[src/rtl/mem_arb_pkg.sv]
// Shared types and constants for the two-port memory arbiter.
// Holds the FSM states, grant encodings and the defaults for timeout behaviour.
package mem_arb_pkg;

  typedef enum logic {
    IDLE = 1'b0,
    BUSY = 1'b1
  } state_t;

  localparam logic GRANT_I = 1'b0;
  localparam logic GRANT_D = 1'b1;

  localparam int DEFAULT_TIMEOUT_CYCLES = 15;

  localparam logic [31:0] TIMEOUT_RDATA = 32'h0000_0000;

endpackage

[src/rtl/mem_arb_grant.sv]
// Combinational winner select between the fetch and data requesters.
// MEM_ARB_ROUND_ROBIN_EN selects round-robin tie breaking; otherwise data wins ties.
module mem_arb_grant
  import mem_arb_pkg::*;
(
  input  logic i_elig,
  input  logic d_elig,
  input  logic last_grant,
  output logic any_elig,
  output logic winner
);

  assign any_elig = i_elig | d_elig;

`ifdef MEM_ARB_ROUND_ROBIN_EN
  always_comb begin
    winner = GRANT_D;
    if (i_elig && d_elig) begin
      // On a tie the port that did not win last time goes next
      winner = (last_grant == GRANT_I) ? GRANT_D : GRANT_I;
    end else if (i_elig) begin
      winner = GRANT_I;
    end else begin
      winner = GRANT_D;
    end
  end
`else
  logic unused_last_grant;
  assign unused_last_grant = last_grant;

  always_comb begin
    winner = GRANT_D;
    if (i_elig && !d_elig) begin
      winner = GRANT_I;
    end
  end
`endif

endmodule

[src/rtl/mem_arbiter.sv]
// Two-port arbiter sharing one memory between instruction fetch and data ports.
// Tie-break policy: define MEM_ARB_ROUND_ROBIN_EN for round-robin, else data has priority.
module mem_arbiter
  import mem_arb_pkg::*;
#(
  parameter int ADDR_W         = 32,
  parameter int TIMEOUT_CYCLES = DEFAULT_TIMEOUT_CYCLES
) (
  input  logic              clk,
  input  logic              resetn,
  input  logic              i_valid,
  input  logic [ADDR_W-1:0] i_addr,
  output logic              i_ready,
  output logic [31:0]       i_rdata,
  input  logic              d_valid,
  input  logic [ADDR_W-1:0] d_addr,
  input  logic [31:0]       d_wdata,
  input  logic [3:0]        d_wstrb,
  output logic              d_ready,
  output logic [31:0]       d_rdata,
  output logic              mem_valid,
  output logic              mem_instr,
  output logic [ADDR_W-1:0] mem_addr,
  output logic [31:0]       mem_wdata,
  output logic [3:0]        mem_wstrb,
  input  logic              mem_ready,
  input  logic [31:0]       mem_rdata,
  output logic              err,
  output logic              busy
);

  // Legal TIMEOUT_CYCLES range is 2..255, so the last count always fits in 8 bits
  localparam logic [7:0] TIMEOUT_LAST = 8'(TIMEOUT_CYCLES - 1);

  state_t            state_reg, state_next;
  logic [7:0]        cnt_reg, cnt_next;
  logic              last_grant_reg, last_grant_next;
  logic              i_ready_reg, i_ready_next;
  logic [31:0]       i_rdata_reg, i_rdata_next;
  logic              d_ready_reg, d_ready_next;
  logic [31:0]       d_rdata_reg, d_rdata_next;
  logic              mem_valid_reg, mem_valid_next;
  logic              mem_instr_reg, mem_instr_next;
  logic [ADDR_W-1:0] mem_addr_reg, mem_addr_next;
  logic [31:0]       mem_wdata_reg, mem_wdata_next;
  logic [3:0]        mem_wstrb_reg, mem_wstrb_next;
  logic              err_reg, err_next;

  logic i_elig, d_elig, any_elig, winner;
  logic cur_grant, done_mem, done_timeout;

  // A port whose completion pulse is visible this cycle must not be re-granted
  assign i_elig = i_valid & ~i_ready_reg;
  assign d_elig = d_valid & ~d_ready_reg;

  mem_arb_grant u_grant (
    .i_elig     (i_elig),
    .d_elig     (d_elig),
    .last_grant (last_grant_reg),
    .any_elig   (any_elig),
    .winner     (winner)
  );

  assign cur_grant    = mem_instr_reg ? GRANT_I : GRANT_D;
  assign done_mem     = (state_reg == BUSY) && mem_ready;
  assign done_timeout = (state_reg == BUSY) && !mem_ready && (cnt_reg == TIMEOUT_LAST);

  always_ff @(posedge clk or negedge resetn) begin
    if (!resetn) begin
      state_reg <= IDLE;
    end else begin
      state_reg <= state_next;
    end
  end

  always_comb begin
    state_next = state_reg;
    case (state_reg)
      IDLE:    if (any_elig) state_next = BUSY;
      BUSY:    if (done_mem || done_timeout) state_next = IDLE;
      default: state_next = IDLE;
    endcase
  end

  always_comb begin
    cnt_next        = cnt_reg;
    last_grant_next = last_grant_reg;
    i_ready_next    = 1'b0;
    d_ready_next    = 1'b0;
    err_next        = 1'b0;
    i_rdata_next    = i_rdata_reg;
    d_rdata_next    = d_rdata_reg;
    mem_instr_next  = mem_instr_reg;
    mem_addr_next   = mem_addr_reg;
    mem_wdata_next  = mem_wdata_reg;
    mem_wstrb_next  = mem_wstrb_reg;
    mem_valid_next  = (state_next == BUSY);

    if (state_reg == IDLE) begin
      if (any_elig) begin
        cnt_next = '0;
        if (winner == GRANT_I) begin
          mem_instr_next = 1'b1;
          mem_addr_next  = i_addr;
          mem_wdata_next = '0;
          mem_wstrb_next = '0;
        end else begin
          mem_instr_next = 1'b0;
          mem_addr_next  = d_addr;
          mem_wdata_next = d_wdata;
          mem_wstrb_next = d_wstrb;
        end
      end
    end else if (done_mem || done_timeout) begin
      if (cur_grant == GRANT_I) begin
        i_ready_next = 1'b1;
        i_rdata_next = done_mem ? mem_rdata : TIMEOUT_RDATA;
      end else begin
        d_ready_next = 1'b1;
        d_rdata_next = done_mem ? mem_rdata : TIMEOUT_RDATA;
      end
      err_next = done_timeout;
      if (done_mem) last_grant_next = cur_grant;
    end else begin
      cnt_next = cnt_reg + 8'd1;
    end
  end

  always_ff @(posedge clk or negedge resetn) begin
    if (!resetn) begin
      cnt_reg        <= '0;
      last_grant_reg <= GRANT_D;
      i_ready_reg    <= 1'b0;
      i_rdata_reg    <= '0;
      d_ready_reg    <= 1'b0;
      d_rdata_reg    <= '0;
      mem_valid_reg  <= 1'b0;
      mem_instr_reg  <= 1'b0;
      mem_addr_reg   <= '0;
      mem_wdata_reg  <= '0;
      mem_wstrb_reg  <= '0;
      err_reg        <= 1'b0;
    end else begin
      cnt_reg        <= cnt_next;
      last_grant_reg <= last_grant_next;
      i_ready_reg    <= i_ready_next;
      i_rdata_reg    <= i_rdata_next;
      d_ready_reg    <= d_ready_next;
      d_rdata_reg    <= d_rdata_next;
      mem_valid_reg  <= mem_valid_next;
      mem_instr_reg  <= mem_instr_next;
      mem_addr_reg   <= mem_addr_next;
      mem_wdata_reg  <= mem_wdata_next;
      mem_wstrb_reg  <= mem_wstrb_next;
      err_reg        <= err_next;
    end
  end

  assign i_ready   = i_ready_reg;
  assign i_rdata   = i_rdata_reg;
  assign d_ready   = d_ready_reg;
  assign d_rdata   = d_rdata_reg;
  assign mem_valid = mem_valid_reg;
  assign mem_instr = mem_instr_reg;
  assign mem_addr  = mem_addr_reg;
  assign mem_wdata = mem_wdata_reg;
  assign mem_wstrb = mem_wstrb_reg;
  assign err       = err_reg;
  assign busy      = mem_valid_reg;

endmodule

[config.mk]
export PLATFORM = sky130hd
export DESIGN_NAME = mem_arbiter
export DESIGN_NICKNAME = d
export VERILOG_FILES = /design/src/rtl/mem_arb_pkg.sv /design/src/rtl/mem_arb_grant.sv /design/src/rtl/mem_arbiter.sv
export SDC_FILE = /design/constraint.sdc
export NUM_CORES = 1
export LEC_CHECK = 0
export BUFFER_PORTS_ARGS = -buffer_cell sky130_fd_sc_hd__buf_2
export CAP_MARGIN = 20
export CORE_MARGIN = 2
export CORE_UTILIZATION = 41
export DETAILED_ROUTE_END_ITERATION = 10
export PLACE_DENSITY = 0.76
export SYNTH_ARGS = -nofsm -noshare
export SYNTH_HDL_FRONTEND = slang
export SYNTH_SLANG_ARGS = --single-unit
[constraint.sdc]
create_clock -name clk -period 3.3 [get_ports clk]
set_input_delay 0.66 -clock clk [delete_from_list [all_inputs] [get_ports clk]]
set_output_delay 0.66 -clock clk [all_outputs]
set_load 0.01 [all_outputs]
* Word level (Yosys, flattened, before mapping)
Index checks and enable logic that the tools add are counted.
Storage, ports and cells: bits in registers 145, input bits 137, output and inout port bits 138, logic and storage cells 52
Operators by class: add/sub/neg operators 1, equal/unequal tests 2, mux-type cells 19, bitwise logic cells 7, reductions and logical operators 12
Operators with widths (count):
- $mux 32 | 3
- $mux 8 | 3
- $mux 1 | 11
- $add 8x1->8 const B | 1
- $eq 8x4->1 const B | 1
- $reduce_and 3->1 | 2
- $logic_and 1x1->1 | 4
- $mux 4 | 1
- $not 1->1 | 4
- $reduce_and 2->1 | 2
- $and 1x1->1 | 2
- $logic_not 1->1 | 2
- $ne 2x2->1 const B | 1
- $pmux 1 s2 | 1
- $reduce_bool 2->1 | 1
- $logic_or 1x1->1 | 1
- $or 1x1->1 | 1

* Longest topological paths before layout
depth in word-level cells 6, gate-level depth with buffers 8, depth with buffers taken out 6

* Modules after synthesis
Synthesis repeated with hierarchy kept, for this count alone.
Second synthesis, totals: cell total of the unflattened synthesis 515, area, all modules 5878.1 µm²
By module, submodules not included:
- mem_arbiter | times used 1, cells an instance 513, area an instance 5865.6 µm²
- mem_arb_grant | times used 1, cells an instance 2, area an instance 12.5 µm²

* Least setup slack after synthesis
No wires, ideal clock.
path type reg2reg, from register cnt_reg[0], to register d_rdata_reg[18] (netlist: d_rdata[18]), arrival 1.696 ns, setup slack 1.483 ns, stages on the path, launching flop included 9, path buffers 2, clock period less this slack 1.817 ns, cells stage by stage dfrtp_1 inv_1 ha_1 nor3b_2 a21oi_2 or3_1 buf_6 buf_6 a22o_1
On the way: word-level cells in the longest chain between the ends 4
RTL lines:
- start: declaration | line mem_arbiter.sv:36 | logic [7:0] cnt_reg, cnt_next;
- start signal: assignment | line mem_arbiter.sv:144 | cnt_reg <= cnt_next;
- $eq 8x4->1 | line mem_arbiter.sv:66 | assign done_timeout = (state_reg == BUSY) && !mem_ready && (cnt_reg == TIMEOUT_LAST);
- $logic_and 1x1->1 | line mem_arbiter.sv:66
- $logic_or 1x1->1 | line mem_arbiter.sv:114 | end else if (done_mem || done_timeout) begin
- $reduce_and 3->1 (no source line)
- end signal: assignment | line mem_arbiter.sv:149 | d_rdata_reg <= d_rdata_next;
- end: declaration | line mem_arbiter.sv:41 | logic [31:0] d_rdata_reg, d_rdata_next;
No other way between the ends. A chain may end at the register's enable or synchronous reset.

* Worst setup path after layout
from register cnt_reg[0], to register d_rdata_reg[26] (netlist: d_rdata[26])
The elaborated chain is that of the path after synthesis.

==> impl_summary.log <==
INFO  metric run_status = completed
INFO  metric cts_hold_buffers = 0
INFO  metric drv.max_cap_violation_count = 0
INFO  metric powerDensity = 1030 nW/um2
INFO  metric grt_antenna_before_repair = 0
INFO  metric postSynth.asyncResetShare = 100%
INFO  metric max_freq = 439 MHz
INFO  metric die_height = 121 um
INFO  metric synth_commonest_cells = sky130_fd_sc_hd__dfrtp_1, sky130_fd_sc_hd__a22o_1, sky130_fd_sc_hd__nand2_1, sky130_fd_sc_hd__mux2i_1, sky130_fd_sc_hd__o21ai_0
INFO  metric cts_max_path_buffers = 2
INFO  metric cp.required = 3600 ps
INFO  metric area_growth = 39.5%
INFO  metric clkLatencyLatePin = around 410 ps
INFO  metric place_congestion = 0.781
INFO  metric avgSynthCellArea = ~13 um2
INFO  metric regToRegEndpoint = d_rdata[26]
INFO  metric area_post_placement = approximately 7200 um2
INFO  metric number_of_ports_placed_on_the_die_boundary = 275
INFO  metric number_of_global_route_vias_before_repair = between 4000 and 5000
INFO  metric yosys.area.top_type = sky130_fd_sc_hd__dfrtp_1
INFO  metric layout_setup_ws = 1020 ps
INFO  metric final_instance_count_excl_fillers = 892
INFO  metric clock_root_buffer = sky130_fd_sc_hd__clkbuf_16
INFO  metric place_hpwl = around 11000 um
INFO  metric synth.net_count = roughly 580
INFO  metric synth.lib_cells_used.distinct = 36
INFO  metric maxSlewHeadroom = 46.6%
INFO  metric worstPathCellList = inv_1, ha_1, nor3b_2, a21oi_2, or3_1, buf_8, a22o_1
INFO  metric core_area = 13300 um2
INFO  metric r2r_slack = 1020 ps
INFO  metric setup.worst_path.end_class = flip-flop
INFO  metric cts_buffers = 17
INFO  metric drt_iter0_drc = 251
INFO  metric final_util = 59.0%
INFO  metric grt.total_usage = 21.3%
INFO  metric postSynth.topFlopCell = sky130_fd_sc_hd__dfrtp_1
INFO  metric post_synth_main_area_contributors = sky130_fd_sc_hd__dfrtp_1, sky130_fd_sc_hd__a22o_1, sky130_fd_sc_hd__mux2i_1
INFO  metric netlist.area_leader.share = between 60% and 70%
INFO  metric routed_wl = 15700 um
INFO  metric critical_path.max_fanout = 18
INFO  metric final_cell_area = 7870 um2
INFO  metric final.period_utilization = 69.0%
INFO  metric std_cell_rows = 42
INFO  metric worst_pin_slew = about 800 ps
INFO  metric synth_seq_cells = 145
INFO  metric avg_vias_per_cell = ~5.2
INFO  metric leakage_power = between 4 and 5 nW
INFO  metric data_arrival_time_of_the_critical_path = ~2600 ps
INFO  metric die_w = approximately 120 um
INFO  metric grt-ovfl-total = 0
INFO  metric timing.hold.ws = around 270 ps
INFO  metric setup-violations-final = 0
INFO  metric design_power_total = between 8 and 9 mW
INFO  metric unrepaired_setup_endpoints_after_global_routing = false
INFO  metric crit_path_start_kind = flip-flop
INFO  metric clock_skew = 7.35 ps
INFO  metric vdd.ir_drop.worst = 605 uV
INFO  metric critical_path.reg2reg.startpoint = cnt_reg[0]
INFO  metric largest_net_degree_at_the_start_of_global_routing = 92
INFO  metric buffer_ports.inserted = 274
INFO  metric global_route_wire_length_before_repair = 24200 um
INFO  metric r2r.worst_path.cells = 7
INFO  metric post-route-drc-count = 0
INFO  metric ys.warnings.count = 0
INFO  metric tritoncts = built
INFO  metric netlist_instances = 436
INFO  metric setup_total_negative_slack = 0 ps
INFO  metric synth_enable_flop_cells = 0
INFO  metric vias = 4681
INFO  metric yosysSeqAreaShare = 64.3%
INFO  metric timing.setup.critical_path_class = flip-flop to flip-flop
INFO  metric postRouteAntennaNets = 0
INFO  metric num_antenna_cells = 0
INFO  metric final-hold-violation-count = 0
INFO  metric place_worst_setup_slack = 881 ps
INFO  metric layout.filler_cells = about 1100
INFO  metric netlist_area = between 5000 and 6000 um2
INFO  metric finalNetCount = 842
INFO  metric cts_setup_buffers = 0
INFO  metric start_util = between 40 and 50%
INFO  metric ctsResizeCount = 0
INFO  metric cts.htree.levels = 4
INFO  metric layout_cells_sized_above_1 = 45.5%
INFO  metric drt_pass1_iterations = 4
INFO  metric period_needed = 2280 ps
INFO  metric clock-sinks = 145
INFO  metric critical-path-max-stage-delay = 610 ps
INFO  metric finalMaxSlewViolations = 0
INFO  metric slowest_stage = sky130_fd_sc_hd__or3_1
INFO  metric yosysMostFrequentCell = sky130_fd_sc_hd__dfrtp_1
INFO  metric die_area = 14700 um2
INFO  metric route.detailed.wl_per_inst = 17.6 um
INFO  metric clk_pin_slew = 60 ps
INFO  metric hold_path_class = input port to async pin
INFO  metric dpl.cell_count = 859
## area by class of cell
class / instances / area, um2 / share of cell area [%]
Timing Repair Buffer: 284 / 1480 / 18.8
Inverter: 5 / 18.8 / 0.238
Multi-Input combinational cell: 250 / 1850 / 23.4
Sequential cell: 145 / 3630 / 46.1
Clock buffer: 17 / 425 / 5.40
Clock inverter: 15 / 255 / 3.24
Tap cell: 176 / 220 / 2.80
## placed cells by master (no fill, tap or decap), types with 3 or more instances in the layout
cell type                   Yosys  layout
sky130_fd_sc_hd__buf_4          1       7
sky130_fd_sc_hd__buf_2          4     273
sky130_fd_sc_hd__clkbuf_16      0      17
sky130_fd_sc_hd__nand2_1       35      35
sky130_fd_sc_hd__o21ai_1       13      13
sky130_fd_sc_hd__mux2i_1       32      32
sky130_fd_sc_hd__nand3_1        5       5
sky130_fd_sc_hd__nor2_1         6       5
sky130_fd_sc_hd__a22o_1       101     101
sky130_fd_sc_hd__bufinv_16      0       6
sky130_fd_sc_hd__o21ai_0       24      24
sky130_fd_sc_hd__inv_1          4       4
sky130_fd_sc_hd__a21oi_1        5       5
sky130_fd_sc_hd__or3_1          3       3
sky130_fd_sc_hd__nand2b_1       4       4
sky130_fd_sc_hd__dfrtp_1      145     145
## critical path: cells and delay by family (launching register included)
family | cells | cell delay [ps]
simple gates | 2 | 880
buf+inv | 2 | 360
compound gates | 2 | 330
fa+ha+maj | 1 | 150
flops | 1 | 440
## report_power, final
group | internal [mW] | switching, mW | leakage (nW) | total (mW)
logic | 1.31 | 1.53 | 1.97 | 2.84
clock network | 1.43 | 0.769 | 0.332 | 2.20
registers | 2.59 | 0.498 | 1.83 | 3.08
total | 5.33 | 2.79 | 4.13 | 8.12
## per-layer routing
layer | vias up | wire length, um | track usage (%)
met1 | 2291 | 6610 | 26.2
met3 | 19 | 1290 | 6.02
met5 | - | 0 | 0
met2 | 228 | 7590 | 36.0
li1 | 2143 | - | -
met4 | 0 | 233 | 7.61
## logic make-up after synthesis
| kind of cell | after synthesis | share of synthesized area [%] |
|---|---|---|
| buf+inv | 41 | 3.41 |
| mux | 32 | 5.68 |
| flops | 145 | 64.3 |
| fa+ha+maj | 2 | 0.443 |
| simple gates | 63 | 5.43 |
| compound gates | 153 | 20.7 |
## how the worst max path moves through the flow
stage,start,end,slack [ps],cells after the start
floorplan,cnt_reg[0],d_rdata[18],1480,8
global placement,cnt_reg[0],d_rdata[24],1000,6
detailed placement,cnt_reg[0],d_rdata[22],880,6
CTS,cnt_reg[0],d_rdata[3],860,6
global route,cnt_reg[0],d_rdata[29],900,7
finish,cnt_reg[0],d_rdata[26],1020,7
Note: power is estimated with default switching activity, not from simulation.
